File: src/rtl/txt_msg_ctrl.sv
`default_nettype none
// ============================================================================
// Module  : txt_msg_ctrl
// Brief   : Typewriter-style reveal controller for the end-of-game message
//           ROMs. It muxes up to four message ROMs onto the font ROM input and
//           reveals the selected line one character every TICKS_PER_CHAR
//           frame ticks. Unrevealed columns are forced to a blank.
// Revision: 1.0 - initial release
// ============================================================================
module txt_msg_ctrl #(
    parameter int N_MSG          = 4,
    parameter int LINE_LEN       = 16,
    parameter int TICKS_PER_CHAR = 4
) (
    input  logic               clk,
    input  logic               rst,
    input  logic               start,
    input  logic               abort,
    input  logic [1:0]         msg_sel,
    input  logic               frame_tick,
    input  logic [7:0]         char_xy,
    output logic [7:0]         rom_char_xy,
    input  logic [7*N_MSG-1:0] rom_codes,
    output logic [6:0]         char_code,
    output logic               busy,
    output logic               done
);

    localparam int TW = (TICKS_PER_CHAR > 1) ? $clog2(TICKS_PER_CHAR) : 1;

    localparam logic [1:0]    c_IDLE      = 2'd0;
    localparam logic [1:0]    c_REVEAL    = 2'd1;
    localparam logic [1:0]    c_HOLD      = 2'd2;
    localparam logic [6:0]    c_BLANK     = 7'h20;
    localparam logic [TW-1:0] c_TICK_LAST = TW'(TICKS_PER_CHAR - 1);
    localparam logic [4:0]    c_LINE_LEN  = 5'(LINE_LEN);

    logic [1:0]    state_q, state_d;
    logic [1:0]    sel_q, sel_d;
    logic [4:0]    shown_q, shown_d;
    logic [TW-1:0] tick_q, tick_d;
    logic          vis_q, vis_d;
    logic [6:0]    char_code_q, char_code_d;
    logic          busy_q, busy_d;
    logic          done_q, done_d;

    logic [1:0]    w_sel_clamped;
    logic [6:0]    w_lane [0:3];

    // All message ROMs share the renderer address; the ROMs add one cycle.
    assign rom_char_xy = char_xy;

    // Spread the packed ROM bus into four lanes; absent lanes read as blank so
    // a 2-bit select can index the array without range concerns.
    generate
        for (genvar k = 0; k < 4; k++) begin : g_lane
            if (k < N_MSG) begin : g_used
                assign w_lane[k] = rom_codes[7*k +: 7];
            end else begin : g_unused
                assign w_lane[k] = c_BLANK;
            end
        end
    endgenerate

    // Out-of-range message selects fall back to message 0.
    assign w_sel_clamped = ({30'd0, msg_sel} >= 32'(N_MSG)) ? 2'd0 : msg_sel;

    // State, reveal counters and the two-stage character pipeline.
    always_ff @(posedge clk or posedge rst) begin
        if (rst) begin
            state_q     <= c_IDLE;
            sel_q       <= 2'd0;
            shown_q     <= 5'd0;
            tick_q      <= '0;
            vis_q       <= 1'b0;
            char_code_q <= c_BLANK;
            busy_q      <= 1'b0;
            done_q      <= 1'b0;
        end else begin
            state_q     <= state_d;
            sel_q       <= sel_d;
            shown_q     <= shown_d;
            tick_q      <= tick_d;
            vis_q       <= vis_d;
            char_code_q <= char_code_d;
            busy_q      <= busy_d;
            done_q      <= done_d;
        end
    end

    // Next state: start beats abort, and both beat a same-cycle frame tick.
    always_comb begin
        state_d = state_q;
        sel_d   = sel_q;
        shown_d = shown_q;
        tick_d  = tick_q;
        if (start) begin
            state_d = c_REVEAL;
            sel_d   = w_sel_clamped;
            shown_d = 5'd0;
            tick_d  = '0;
        end else if (abort) begin
            state_d = c_IDLE;
            shown_d = 5'd0;
            tick_d  = '0;
        end else if ((state_q == c_REVEAL) && frame_tick) begin
            if (tick_q == c_TICK_LAST) begin
                tick_d  = '0;
                shown_d = shown_q + 5'd1;
                if ((shown_q + 5'd1) == c_LINE_LEN) begin
                    state_d = c_HOLD;
                end
            end else begin
                tick_d = tick_q + 1'b1;
            end
        end
    end

    // Outputs: visibility for the address in flight, then the lane mux one
    // cycle later when the ROM data arrives; status mirrors the next state.
    always_comb begin
        vis_d       = (state_q != c_IDLE) && ({1'b0, char_xy[3:0]} < shown_q);
        char_code_d = (vis_q && (state_d != c_IDLE)) ? w_lane[sel_q] : c_BLANK;
        busy_d      = (state_d == c_REVEAL);
        done_d      = (state_d == c_HOLD);
    end

    assign char_code = char_code_q;
    assign busy      = busy_q;
    assign done      = done_q;

endmodule
`default_nettype wire
File: config.mk
export PLATFORM = sky130hd
export DESIGN_NAME = txt_msg_ctrl
export DESIGN_NICKNAME = d
export VERILOG_FILES = /design/src/rtl/txt_msg_ctrl.sv
export SDC_FILE = /design/constraint.sdc
export NUM_CORES = 1
export LEC_CHECK = 0
export BUFFER_PORTS_ARGS = -buffer_cell sky130_fd_sc_hd__buf_2
export CORE_UTILIZATION = 45
export CTS_CLUSTER_DIAMETER = 80
export CTS_CLUSTER_SIZE = 20
export DETAILED_ROUTE_END_ITERATION = 6
export GPL_TIMING_DRIVEN = 0
export HOLD_SLACK_MARGIN = 0.06
export PLACE_DENSITY_LB_ADDON = 0.3
export SLEW_MARGIN = 40
export SYNTH_ARGS = -nofsm -noshare
export SYNTH_HDL_FRONTEND = slang
export SYNTH_SLANG_ARGS = --single-unit
File: constraint.sdc
create_clock -name clk -period 2.45 [get_ports clk]
set_clock_uncertainty 0.2 [all_clocks]
set_input_delay 0.245 -clock clk [delete_from_list [all_inputs] [get_ports clk]]
set_output_delay 0.245 -clock clk [all_outputs]
set_load 0.05 [all_outputs]
==> impl_metrics.tcl <==
set metrics [dict create \
    power_switching_mw 0.2199 \
    synth_fp_nets 151 \
    synth_top_area_share 0.4098 \
    p_comb_frac 0.277 \
    ir_worst_vdd_mv 0.2842 \
    p_leak_nw 0.8096 \
    die_h_um 54.10 \
    start_kind "register" \
    syn_avg_cell_area_um2 11.86 \
    num_antenna_cells 0 \
    slew_violations 0 \
    setup_viol 0 \
    ctsResizeCount 0 \
    finalHoldViolations 0 \
    vias 1052 \
    holdPathEnd "vis_q" \
    arrival_ps 2220 \
    grt_max_degree 22 \
    fin_tns_setup_ps 0 \
    yosysMostFrequentCell "dfrtp_1" \
    rows 18 \
    yosys-top-cells-count "dfrtp_1, buf_4, inv_1, mux4_2" \
    area_growth_pct 34.43 \
    synth-async-reset-ratio 1.000 \
    synthDistinctLibCells 39 \
    rsz0062_at_grt "false" \
    drive_above_1_share 0.4941 \
    io_pins 60 \
    drc_errors 0 \
    reg2reg_to "state_q[0]" \
    synthCells 103 \
    dieArea_mm2 0.002926 \
    htree_levels 1 \
    via_per_inst 5.260 \
    synth_edf_count 0 \
    initial_core_util 0.4841 \
    grt_use_total 0.2026 \
    wl_per_cell_um 12.89 \
    switching_share 0.2969 \
    clock.fmax_mhz 461.0 \
    path_class "reg2reg" \
    reg2reg_from "tick_q[0]" \
    rrSetupSlack_ps 280 \
    ys_warn_count 0 \
    cp-end-kind "register" \
    die_w_um 54.10 \
    clock_latency_ps 310 \
    outcome "completed" \
    post-route-util 0.6508 \
    maxCapViolCount 0 \
    drt_iter0_markers 10 \
    max-slew-margin-rel 0.6765 \
    min_path_cells 3 \
    first_pass_iters 4 \
    core_area_mm2 0.002522 \
    gp_congestion 0.7586 \
    syn_area_mm2 0.001221 \
    power.density_mw_per_mm2 451.2 \
    worst-path-max-fanout 6 \
    r2r_cells 6 \
    cts_inserted_buffers 3 \
    yosys-top-cells-area "dfrtp_1, mux4_2, ha_1, buf_4, nor2b_1" \
    synth_top_flop_cell "dfrtp_1" \
    internal_power_mw 0.5208 \
    place_ws_ps 842.6 \
    min_period_over_period 0.8853 \
    grt_pass1_vias 1016 \
    wl_mm 2.578 \
    hp-class "in2reg" \
    worst_pin_slew_ps 482.0 \
    cts_tree "built" \
    setup_ws_ps 281.0 \
    clock_power_share 0.228 \
    fin_crit_ps 2169 \
    fill_cells 212 \
    clkTransAtPathRegs_ps 120 \
    clock_path_buffers 2 \
    synth_area_leader_cell "dfrtp_1" \
    numPortBuffers 55 \
    layout.nets 219 \
    dp_hpwl_mm 1.934 \
    min-delay-start "char_xy[3]" \
    grt_pass1_wl_mm 4.146 \
    root_buffer "clkbuf_4" \
    yosysSeqAreaShare 0.4314 \
    pwr-share-seq 0.494 \
    ant_nets 0 \
    ys_ff_latch 21 \
    grt_remaining_overflow 0 \
    required_ps 2500 \
    cts_sinks 21 \
    holdWs_ps 86.23 \
    antenna_found_initial 0 \
]
[area by class of cell]
cell class / instances / area, um^2 / share of cell area
clock buffers: 3 / 22.52 / 0.01372
plain buffers: 12 / 90.09 / 0.05488
repair buffers: 63 / 355.3 / 0.2165
multi-input cells: 62 / 574.3 / 0.3498
well taps: 30 / 37.54 / 0.02287
clock inverters: 1 / 5.005 / 0.003049
inverters: 8 / 30.03 / 0.01829
flip-flops and latches: 21 / 526.8 / 0.3209
[cell families (layout without fill, tap and decap cells)]
kind of cell,Yosys count,in the layout,share of synthesized area
mux,10,10,0.1557
xor+xnor,3,3,0.02152
simple gates,25,25,0.1219
flops,21,21,0.4314
buf+inv,20,87,0.09836
fa+ha+maj,5,5,0.05123
compound gates,19,19,0.1199
[per-stage QoR]
step | instance area [um^2] | power, mW | cells
floorplan | 1221 | 0.5102 | 103
global placement | 1534 | 0.5619 | 188
detailed placement | 1534 | 0.5666 | 188
CTS | 1642 | 0.7512 | 200
global route | 1642 | 0.7783 | 200
finish | 1642 | 0.7408 | 200
[timing repair]
action | CTS | global route
hold endpoints to repair | 24 | 0
setup buffers | 0 | 0
hold buffers | 8 | 0
[routing by layer]
layer,GRT usage,share of wire,vias up
met5,0,0,-
met4,0.09829,0.016,0
met3,0.02825,0.057,5
met2,0.3416,0.51,47
met1,0.2531,0.42,499
li1,-,-,501
[power by group through the flow]
stage	logic (mW)	registers (mW)	clock network, mW
after global placement	0.190	0.372	0
after CTS	0.206	0.366	0.178
after floorplan	0.111	0.399	0
after global routing	0.222	0.368	0.188
final	0.205	0.366	0.169
after detailed placement	0.194	0.373	0
[cells in the final DEF (no fill, tap or decap), types with 2 or more instances in the layout]
master	n
clkbuf_1	2
mux4_2	7
nand2_1	3
buf_6	2
nor2b_1	6
o21ai_0	2
dlygate4sd3_1	8
inv_1	7
buf_2	55
dfrtp_1	20
nand3_1	2
ha_1	5
nor2_1	3
a21oi_1	6
mux2_2	2
xor2_1	2
buf_4	8
clkbuf_4	3
or3_1	2
[state kept, by name, indices dropped and copies added (netlist names)]
register   count
busy           1
char_code      7
done           1
sel_q          2
shown_q        5
state_q        2
tick_q         2
vis_q          1
[worst max path at each step]
stage | start | to | slack (ps) | cells after the start
2_1_floorplan | tick_q[0] | busy | 940 | 5
3_3_place_gp | tick_q[0] | busy | 860 | 5
3_5_place_dp | tick_q[0] | busy | 840 | 5
4_1_cts | tick_q[0] | state_q[0] | 320 | 6
5_1_grt | tick_q[0] | state_q[0] | 180 | 6
6_report | tick_q[0] | state_q[0] | 280 | 6
[worst max-delay path, stage by stage, from the launching register on]
cell	delay, ps
dfrtp_1	420
ha_1	240
and4b_1	210
buf_6	140
o2111a_1	140
o31ai_2	180
dlygate4sd3_1	580
No activity file was read; power rests on OpenSTA's default activity.
